File: config.mk
export PLATFORM = sky130hd
export DESIGN_NAME = lfsr_key_sequencer
export DESIGN_NICKNAME = d
export VERILOG_FILES = /design/src/rtl/lfsr_key_sequencer_pkg.sv /design/src/rtl/lfsr_key_sequencer_key_out_reg.sv /design/src/rtl/lfsr_key_sequencer.sv
export SDC_FILE = /design/constraint.sdc
export NUM_CORES = 1
export LEC_CHECK = 0
export BUFFER_PORTS_ARGS = -buffer_cell sky130_fd_sc_hd__buf_2
export CORE_ASPECT_RATIO = 2
export CORE_MARGIN = 1
export CORE_UTILIZATION = 52
export DETAILED_ROUTE_END_ITERATION = 7
export PLACE_DENSITY = 0.74
export REMOVE_ABC_BUFFERS = 1
export SYNTH_ARGS = -nofsm -noshare
export SYNTH_HDL_FRONTEND = slang
export SYNTH_SLANG_ARGS = --single-unit
File: constraint.sdc
create_clock -name clk -period 9 [get_ports clk]
set_input_delay 1.8 -clock clk [delete_from_list [all_inputs] [get_ports clk]]
set_output_delay 1.8 -clock clk [all_outputs]
set_load 0.02 [all_outputs]
File: src/rtl/lfsr_key_sequencer_pkg.sv
// Shared definitions for the key sequencer: FSM encoding, count type and
// default limits, plus a saturating increment used by every counter.
package lfsr_key_sequencer_pkg;

    typedef logic [31:0] count_t;

    typedef enum logic [1:0] {
        ST_IDLE  = 2'd0,
        ST_RUN   = 2'd1,
        ST_DRAIN = 2'd2,
        ST_FIN   = 2'd3
    } state_e;

    localparam count_t DEFAULT_ATTEMPT_LIMIT = 32'd65536;
    localparam count_t DEFAULT_MAX_ADDR_VAL  = 32'd256;

    function automatic count_t sat_inc(input count_t v);
        return (v == 32'hFFFF_FFFF) ? v : v + 32'd1;
    endfunction

endpackage

File: src/rtl/lfsr_key_sequencer_key_out_reg.sv
// One-entry valid/ready output register: a load always wins, otherwise a
// consumed entry empties, so load and consume may share a cycle.
module lfsr_key_sequencer_key_out_reg #(
    parameter int unsigned W = 8
) (
    input  logic         clk_i,
    input  logic         rst_i,
    input  logic         load_i,
    input  logic [W-1:0] data_i,
    input  logic         ready_i,
    output logic         valid_o,
    output logic [W-1:0] data_o
);

    logic         valid_q;
    logic         valid_d;
    logic [W-1:0] data_q;
    logic [W-1:0] data_d;

    // Next-state selection for the held index.
    always_comb begin
        valid_d = valid_q;
        data_d  = data_q;
        if (load_i) begin
            valid_d = 1'b1;
            data_d  = data_i;
        end else if (ready_i) begin
            valid_d = 1'b0;
        end else begin
            valid_d = valid_q;
        end
    end

    // Output register with asynchronous clear.
    always_ff @(posedge clk_i or posedge rst_i) begin
        if (rst_i) begin
            valid_q <= 1'b0;
            data_q  <= {W{1'b0}};
        end else begin
            valid_q <= valid_d;
            data_q  <= data_d;
        end
    end

    assign valid_o = valid_q;
    assign data_o  = data_q;

endmodule

File: src/rtl/lfsr_key_sequencer.sv
// Key sequencer: gates the LFSR, filters out-of-range indices and issues
// exactly num_keys indices per sweep, or aborts after an attempt limit.
module lfsr_key_sequencer
    import lfsr_key_sequencer_pkg::*;
#(
    parameter int unsigned ADDR_WIDTH    = 8,
    parameter count_t      MAX_ADDR_VAL  = DEFAULT_MAX_ADDR_VAL,
    parameter count_t      ATTEMPT_LIMIT = DEFAULT_ATTEMPT_LIMIT
) (
    input  logic                  clk,
    input  logic                  reset,
    input  logic                  start,
    input  logic [31:0]           num_keys,
    input  logic [31:0]           lfsr_out,
    output logic                  lfsr_enable,
    output logic [31:0]           lfsr_num_keys,
    output logic                  key_valid,
    input  logic                  key_ready,
    output logic [ADDR_WIDTH-1:0] key_index,
    output logic                  busy,
    output logic                  done,
    output logic                  timeout,
    output logic [31:0]           issued_count
);

    state_e state_q;
    count_t nk_q;
    count_t sel_q;
    count_t att_q;
    count_t issued_q;
    logic   timeout_q;

    count_t nk_clamped;
    logic   fire;
    logic   load;

    assign nk_clamped = (num_keys > MAX_ADDR_VAL) ? MAX_ADDR_VAL : num_keys;
    assign fire       = key_valid && key_ready;

    // The stall term is combinational so a blocked consumer never loses a sample.
    assign lfsr_enable = (state_q == ST_RUN) && (!key_valid || key_ready) &&
                         (sel_q < nk_q) && (att_q < ATTEMPT_LIMIT);
    assign load        = lfsr_enable && (lfsr_out < nk_q);

    lfsr_key_sequencer_key_out_reg #(
        .W (ADDR_WIDTH)
    ) u_key_out_reg (
        .clk_i   (clk),
        .rst_i   (reset),
        .load_i  (load),
        .data_i  (lfsr_out[ADDR_WIDTH-1:0]),
        .ready_i (key_ready),
        .valid_o (key_valid),
        .data_o  (key_index)
    );

    // Sweep FSM with its counters and sticky abort flag.
    always_ff @(posedge clk or posedge reset) begin
        if (reset) begin
            state_q   <= ST_IDLE;
            nk_q      <= 32'd0;
            sel_q     <= 32'd0;
            att_q     <= 32'd0;
            issued_q  <= 32'd0;
            timeout_q <= 1'b0;
        end else begin
            if (fire) begin
                issued_q <= sat_inc(issued_q);
            end
            case (state_q)
                ST_IDLE: begin
                    if (start) begin
                        nk_q      <= nk_clamped;
                        sel_q     <= 32'd0;
                        att_q     <= 32'd0;
                        issued_q  <= 32'd0;
                        timeout_q <= 1'b0;
                        state_q   <= (nk_clamped == 32'd0) ? ST_FIN : ST_RUN;
                    end
                end
                ST_RUN: begin
                    if (lfsr_enable) begin
                        att_q <= sat_inc(att_q);
                        if (load) begin
                            sel_q <= sat_inc(sel_q);
                        end
                        // A selection that completes the sweep is never an abort.
                        if (load && (sel_q + 32'd1 >= nk_q)) begin
                            state_q <= ST_DRAIN;
                        end else if (att_q + 32'd1 >= ATTEMPT_LIMIT) begin
                            timeout_q <= 1'b1;
                            state_q   <= ST_DRAIN;
                        end
                    end
                end
                ST_DRAIN: begin
                    if (!key_valid || key_ready) begin
                        state_q <= ST_FIN;
                    end
                end
                ST_FIN: begin
                    state_q <= ST_IDLE;
                end
                default: begin
                    state_q <= ST_IDLE;
                end
            endcase
        end
    end

    assign lfsr_num_keys = nk_q;
    assign busy          = (state_q != ST_IDLE);
    assign done          = (state_q == ST_FIN);
    assign timeout       = timeout_q;
    assign issued_count  = issued_q;

endmodule

; ---- Word-level counts from Yosys, hierarchy flattened
; Index checks and enable logic that the tools add are counted.
[word_totals]
word_cells = 77
register_bits = 140
[op_classes]
n_lt_le_gt_ge = 6
n_mux = 27
eq_ne = 15
reduce_logical = 18
add_sub_neg = 3
[op_table]
columns = cell, count
row1 = 2-to-1 mux 32 bit, 11
row2 = one-hot mux 32 bit (2 select lines), 2
row3 = adder 32 x 1 -> 32 bit (second input constant), 3
row4 = equality test 32 bit (second input constant), 3
row5 = < comparator 32 bit, 2
row6 = greater-or-equal comparator 32 x 17 -> 1 bit (second input constant), 1
row7 = greater-or-equal comparator 32 bit, 1
row8 = > comparator 32 x 9 -> 1 bit (second input constant), 1
row9 = zero test 32 bit, 1
row10 = < comparator 32 x 17 -> 1 bit (second input constant), 1
row11 = inequality test 2 bit (second input constant), 7
row12 = 2-to-1 mux 2 bit, 6
row13 = AND reduction 5 bit, 2
row14 = one-hot mux 2 bit (4 select lines), 1
row15 = AND reduction 4 bit, 2
row16 = logical AND 1 bit, 6
row17 = 2-to-1 mux 1 bit, 6
row18 = nonzero test 2 bit, 3
row19 = equality test 2 bit (second input constant), 2
row20 = inequality test 3 x 1 -> 1 bit (second input constant), 1
row21 = equality test 2 x 1 -> 1 bit (second input constant), 1
row22 = zero test 2 bit, 1
row23 = inequality test 2 x 1 -> 1 bit (second input constant), 1
row24 = one-hot mux 1 bit (2 select lines), 1
row25 = 3 further kinds, 3

; ---- Depth between registers and ports, before layout
; Gate-level depths: netlist of run 1.
[depth]
depth_word = 10
mapped_depth = 16
depth_no_buf = 16

; ---- Hierarchy
; A second synthesis of run 1 with hierarchy kept.
[hier_totals]
cells_unflattened = 1026
area_unflattened_um2 = 9420.3
[modules_own_cells]
columns = mod, area_each_um2, cells_each, instances
row1 = lfsr_key_sequencer, 9047.4, 1005, 1
row2 = lfsr_key_sequencer_key_out_reg, 372.9, 21, 1

; ---- Least setup slack after synthesis of run 1
; OpenSTA, ideal clock, no wires.
[synth_timing]
kind = input port to output port
from = in key_ready
to = out lfsr_enable
t_arrival_ps = 3007
stages = 5
slack_ps = 4193
t_required_ps = 7200
cell_sequence = nand2b_1 nand3_1 a2111oi_0 o2111ai_1 nor2_1
[synth_between]
elab_chain_len = 4
[synth_rtl]
columns = element, line_no
row1 = from (decl), lfsr_key_sequencer.sv:18  ; input logic key_ready,
row2 = logical OR 1 bit, lfsr_key_sequencer.sv:41  ; assign lfsr_enable = (state_q == ST_RUN) && (!key_valid || key_ready) &&
row3 = logical AND 1 bit (2 in series), lfsr_key_sequencer.sv:41
row4 = logical AND 1 bit, lfsr_key_sequencer.sv:42  ; (sel_q < nk_q) && (att_q < ATTEMPT_LIMIT);
row5 = to (decl), lfsr_key_sequencer.sv:15  ; output logic lfsr_enable,
; Every way passes these cells.

; ---- Final worst setup path of run 1
; Ends and elaborated chain as after synthesis.

==> metrics, run 1 <==
worst skew pair latency 0.43 ns; commonest cells after routing, fill and taps aside 144 x buf_2, 140 x dfrtp_1, 102 x ha_1, 101 x nand2_1, 89 x nor2_1; P&R area growth vs syn 16.51%; Power per Cell Area 206.4 nW/um^2; H-Tree Depth 4; DRT Pass-1 Iters 7; io pins 145; # Post-CTS Setup Buffers 0; WP buf/inv 2; slew of the pin with the lowest slew margin 1.046 ns; FP Rows 69; r2r startpoint sel_q[2]; Ant. Diodes 0; WP depth 7; largest net degree at the start of global routing 73; hold_buf cts 0; Routed WL per cell 17.77 um; Synth Warn # 0; layout net count 1,360; CTS Root Buffer Type clkbuf_16; critical path's top delay family compound AO/OA/AOI/OAI gates; Initial Utilization 52.82%; commonest non-fill, non-tap cell in the layout buf_2; Arr. time, crit path 3.39 ns; number of global-route vias before repair 8,532; Finish-stage setup viols 0; Crit-path slowest cell a2111oi_0; Slew HR 29.63%; Slew Limit Fails 0; Detail Route Antenna Nets 0; number of synthesized flops with an enable pin 0; layout cells sized above 1 16.15%; P_leak 5.147 nW; CTS resizes 0; Crit path top cell by count buf_2; Vias 8,515; crit-path cells buf_2, nand2b_1, nand3_1, a2111oi_0, o2111ai_1, nor2_1, buf_2; sequential cell area fraction in the yosys report 37.47%; Syn Area/Cell 8.870 sq um; Syn Inst Count 1,054; CP endpoint lfsr_enable; Placer Congestion 0.9290; setup TNS 0 ns; Clock Path Buffers 2; cts bufs inserted 17; setup slack, reg-to-reg 4.10 ns; core area 17,700 sq um; CP startpoint key_ready; vias per cell 6.022; DP Cell Count 1,384; first-pass GRT wire length 41.04 mm; GRT Total Usage 27.66%; HP Class flip-flop to flip-flop; die area 18,550 sq um; fin crit period 5.186 ns; critical path type primary input to primary output; clk sink count 140; Post-Syn Area 9349 sq um; DIE WIDTH 96.81 um; Clk pin slew, worst setup/hold paths 0.06 ns; initial antenna violation count 0; Async S/R FF share, synth 100.0%; Setup crit end kind primary output; flops & latches, synth 140; VDD IR max 0.0001473 V; buffers added on ports 144; Cell variety after synth 66; critical path startpoint category primary input; Routed WL 25.13 mm; initial DRC count 428; reg2reg path depth 15; crit-path max cell delay 0.36 ns; Overflow after GRT 0; status complete, no violations; Crit path required time 7.20 ns; RSZ-0062 raised after global routing false; worst-path maximum fanout 4; period utilization 57.62%; max cap viols 0; Die H 191.6 um; CTS tree built; Layout Cells excl Fill 1,414; hpwl dp 18.90 mm; filler cell count 1,581; skew final 0.007551 ns; worst reg2reg path endpoint state_q[1]; final count of hold timing violations 0; ys flop type dfrtp_1; drc violations 0; fmax 0.1928 GHz
==> worst register-to-register path: stages, from the launching register on <==
cell and delay [ns]:
dfrtp_1 0.40, inv_1 0.07, nor3_1 0.31, nand3_1 0.40, nor3_1 0.49, nand3_1 0.28
nor3_1 0.37, xor2_1 0.18, ha_1 0.32, nand4_1 0.18, nor4_1 0.74, a211oi_1 0.20
o211ai_1 0.19, o211ai_1 0.20, a21oi_1 0.29, mux2i_1 0.22
==> kinds of logic (layout without fill, tap and decap cells) <==
family | Yosys count | count (layout) | synth area share, %
xor gates and xnor gates | 66 | 66 | 6.183
buffers and inverters | 109 | 256 | 4.590
muxes | 3 | 3 | 0.3212
adders and majority gates | 102 | 102 | 13.65
and+or+nand+nor | 447 | 447 | 24.76
AOI/OAI and AO/OA | 187 | 187 | 13.02
DFF | 140 | 140 | 37.47
==> cell usage after synthesis, types with 3 or more instances <==
cell | count | area share (%)
a221oi_1 | 4 | 0.37
o2111ai_1 | 3 | 0.28
o21ai_1 | 3 | 0.16
dfrtp_1 | 140 | 37
nand4_1 | 59 | 3.9
and4_1 | 17 | 1.6
o41ai_1 | 3 | 0.28
ha_1 | 102 | 14
buf_2 | 4 | 0.21
a2bb2oi_1 | 4 | 0.37
xor2_1 | 25 | 2.3
inv_1 | 76 | 3.1
o21ai_0 | 60 | 3.2
o211ai_1 | 7 | 0.56
and3_1 | 12 | 0.80
a211oi_1 | 8 | 0.64
nor4_1 | 19 | 1.3
xnor2_1 | 41 | 3.8
a21oi_1 | 44 | 2.4
or3_1 | 9 | 0.60
nand2_1 | 101 | 4.1
o31ai_1 | 5 | 0.40
buf_4 | 4 | 0.32
or4_1 | 9 | 0.72
nor3_1 | 23 | 1.2
nor2b_1 | 4 | 0.27
a21o_1 | 15 | 1.2
nor3b_1 | 6 | 0.48
clkbuf_1 | 24 | 0.96
mux2i_1 | 3 | 0.32
nand3_1 | 57 | 3.1
nand2b_1 | 4 | 0.27
and2_1 | 28 | 1.9
nor2_1 | 89 | 3.6
==> registers in the layout, indices dropped and copies added, names as in the netlist <==
signal                 count
u_key_out_reg.data_o       8
timeout                    1
issued_count              32
state_q                    2
lfsr_num_keys             32
u_key_out_reg.valid_o      1
att_q                     32
sel_q                     32
==> final cells by class <==
type | instances | area [sq um] | area share [%]
multi-input combinational | 805 | 5421 | 49.77
sequential | 140 | 3503 | 32.16
timing repair buffer | 150 | 765.7 | 7.030
clock buffer | 19 | 452.9 | 4.158
inverter | 76 | 290.3 | 2.665
tap | 213 | 266.5 | 2.447
clock inverter | 11 | 192.7 | 1.769
==> per-stage QoR <==
stage | instance area [sq um] | hold slack [ns] | setup slack, ns | total power, mW | util, %
final | 10890 | 0.4612 | 3.814 | 2.248 | 61.55
after global routing | 10890 | 0.4800 | 3.729 | 2.361 | 61.55
after floorplan | 9205 | 0.4666 | 3.447 | 1.212 | -
after detailed placement | 10250 | 0.4549 | 3.837 | 1.472 | 57.90
after CTS | 10890 | 0.4672 | 3.833 | 2.254 | 61.55
after global placement | 10250 | 0.4482 | 3.890 | 1.458 | 57.90
==> worst min-delay path by stage <==
stage / start / endpoint / cells past startpoint
global route: u_key_out_reg.data_o[6] / u_key_out_reg.data_o[6] / 2
CTS: u_key_out_reg.data_o[3] / u_key_out_reg.data_o[3] / 2
finish: u_key_out_reg.data_o[6] / u_key_out_reg.data_o[6] / 2
global placement: u_key_out_reg.data_o[3] / u_key_out_reg.data_o[3] / 2
detailed placement: u_key_out_reg.data_o[3] / u_key_out_reg.data_o[3] / 2
floorplan: att_q[15] / att_q[15] / 1
==> per-layer routing <==
| layer | vias up | routed length (um) | track usage [%] |
|---|---|---|---|
| met5 | - | 0 | 0 |
| li1 | 4080 | - | - |
| met3 | 81 | 940 | 4.622 |
| met4 | 0 | 1047 | 14.87 |
| met1 | 4103 | 9262 | 28.35 |
| met2 | 251 | 13870 | 52.79 |
==> power by group <==
group / leakage (nW) / total [mW] / switching [mW] / internal (mW)
clock network: 0.299 / 0.782 / 0.279 / 0.502
registers: 1.92 / 0.738 / 0.0561 / 0.682
logic: 2.93 / 0.728 / 0.500 / 0.228
total: 5.15 / 2.25 / 0.836 / 1.41
Note: power is estimated with default switching activity, not from simulation.
==> run 2, diff against run 1 <==
==> constraint.sdc (replaced) <==
create_clock -name clk -period 5.37 [get_ports clk]
set_input_delay 1.074 -clock clk [delete_from_list [all_inputs] [get_ports clk]]
set_output_delay 1.074 -clock clk [all_outputs]
set_load 0.02 [all_outputs]
==> metrics, run 2 (same netlist as run 1, synthesis figures left out) <==
CTS resizes 0 (unchanged); Power Internal 2.232 mW (+58%); clk sink count 140 (unchanged); hold_buf cts 0 (unchanged); status complete, no violations; number of global-route vias before repair 8,569 (+0.43%); largest net degree at the start of global routing 63 (-14%); Initial Utilization 52.82% (unchanged); Clk pin slew, worst setup/hold paths 0.06 ns (about the same); Power per Cell Area 336.5 nW/um^2 (+63%); critical path type flip-flop to flip-flop; Die H 191.6 um (unchanged); layout cells sized above 1 16.28% (+0.13 points); Crit path required time 5.72 ns (-1.48 ns); Slew HR 29.05% (-0.58 points); critical path startpoint category flip-flop; commonest non-fill, non-tap cell in the layout buf_2; P&R area growth vs syn 15.94%; cts bufs inserted 17 (unchanged); CTS Root Buffer Type clkbuf_16; sw power 1.415 mW (+69%); DIE WIDTH 96.81 um (unchanged); Crit path top cell by count nor3_1; core area 17,700 sq um (unchanged); H-Tree Depth 4 (unchanged); initial antenna violation count 0 (unchanged); HP Class flip-flop to flip-flop; VDD IR max 0.0002614 V (+77%); Overflow after GRT 0 (unchanged); Routed WL 25.99 mm (+3.4%); worst-path maximum fanout 8 (+4); critical path's top delay family simple AND/OR/NAND/NOR gates; die area 18,550 sq um (unchanged); Placer Congestion 0.9579 (+3.1%); Setup crit end kind flip-flop; DRT Pass-1 Iters 7 (unchanged); fmax 0.2376 GHz; FP Rows 69 (unchanged); fin crit period 4.208 ns; crit-path cells inv_1, nor3_1, nand3_1, nor3_1, nand3_1, nor3_1, xor2_1, ha_1, nand4_1, nor4_1, a211oi_1, o211ai_1, o211ai_1, a21oi_1, mux2i_1; layout net count 1,362 (+0.15%); crit-path max cell delay 0.49 ns (+0.13 ns); vias per cell 6.169 (+2.4%); Routed WL per cell 18.34 um (+3.2%); RSZ-0062 raised after global routing false; skew final 0.009430 ns (+0.001879 ns); sequential share of power 34.1% (+1.3 points); GRT Total Usage 28.55% (+0.88 points); period utilization 78.36%; Final Util 61.24% (-0.30 points); Finish-stage setup viols 0 (unchanged); Crit-path slowest cell nor4_1; Comb pwr share 33.8% (+1.4 points); Vias 8,741 (+2.7%); Arr. time, crit path 4.56 ns (+1.17 ns); Slew Limit Fails 0 (unchanged); io pins 145 (unchanged); hpwl dp 19.53 mm (+3.3%); worst skew pair latency 0.43 ns (about the same); final count of hold timing violations 0 (unchanged); CTS tree built; Clock Path Buffers 2 (unchanged); Clock power frac 32.1% (-2.7 points); drc violations 0 (unchanged); initial DRC count 378 (-12%); WP buf/inv 1 (-1); P_leak 5.135 nW (-0.22%); Sw Share 38.80% (+1.6 points); total power 3.647 mW (+62%); # Post-CTS Setup Buffers 0 (unchanged); Ant. Diodes 0 (unchanged); max cap viols 0 (unchanged); setup TNS 0 ns (unchanged); worst hold slack 0.4741 ns (+0.01289 ns); Detail Route Antenna Nets 0 (unchanged); first-pass GRT wire length 42.12 mm (+2.6%); buffers added on ports 144 (unchanged); commonest cells after routing, fill and taps aside 144 x buf_2, 140 x dfrtp_1, 102 x ha_1, 101 x nand2_1, 89 x nor2_1; slew of the pin with the lowest slew margin 1.055 ns (+0.008626 ns)
run 2: worst paths after layout:
check / depth (start not counted) / to / slack (ns) / from
worst max-delay path: 15 / state_q[1] / 1.16 / sel_q[2]
worst min-delay path: 2 / u_key_out_reg.data_o[6] / 0.47 / u_key_out_reg.data_o[6]
worst max register to register: 15 / state_q[1] / 1.16 / sel_q[2]
worst min register to register: 2 / u_key_out_reg.data_o[6] / 0.47 / u_key_out_reg.data_o[6]
max in group asynchronous: 3 / att_q[1] / 3.67 / reset
min in group asynchronous: 2 / issued_count[23] / 0.66 / reset
run 2: worst min-delay path: stages, from the launching register on:
cell and delay (ns):
dfrtp_1 0.34, nand2_1 0.05, nand2_1 0.05
run 2: per-stage QoR:
| stage | std cells | setup slack [ns] | cell area [sq um] |
|---|---|---|---|
| final | 1417 | 1.162 | 10840 |
| after global routing | 1417 | 0.8298 | 10840 |
| after CTS | 1417 | 1.232 | 10840 |
| after detailed placement | 1386 | 1.081 | 10260 |
| after global placement | 1386 | 1.178 | 10260 |
| after floorplan | 1021 | 0.5431 | 9205 |
run 2: cell type report:
type / instances / area (sq um)
clock buffer: 20 / 456.7
clock inverter: 11 / 120.1
fill: 1589 / 6859
inverter: 76 / 290.3
multi-input combinational: 805 / 5421
sequential: 140 / 3503
tap: 213 / 266.5
timing repair buffer: 152 / 780.7
run 2: layer usage:
layer	global-route usage, %	vias up	wire length, um
met3	4.622	95	1085
met1	29.30	4271	9368
met4	16.48	0	1273
met5	0	-	0
met2	54.01	293	14260
li1	-	4082	-
run 2: power by group through the flow:
stage          clock network, mW  registers (mW)  logic, mW
2_1_floorplan                  0            1.28      0.748
3_3_place_gp                   0            1.26       1.20
3_5_place_dp                   0            1.26       1.23
4_1_cts                     1.18            1.24       1.23
5_1_grt                     1.23            1.26       1.36
6_report                    1.17            1.24       1.23
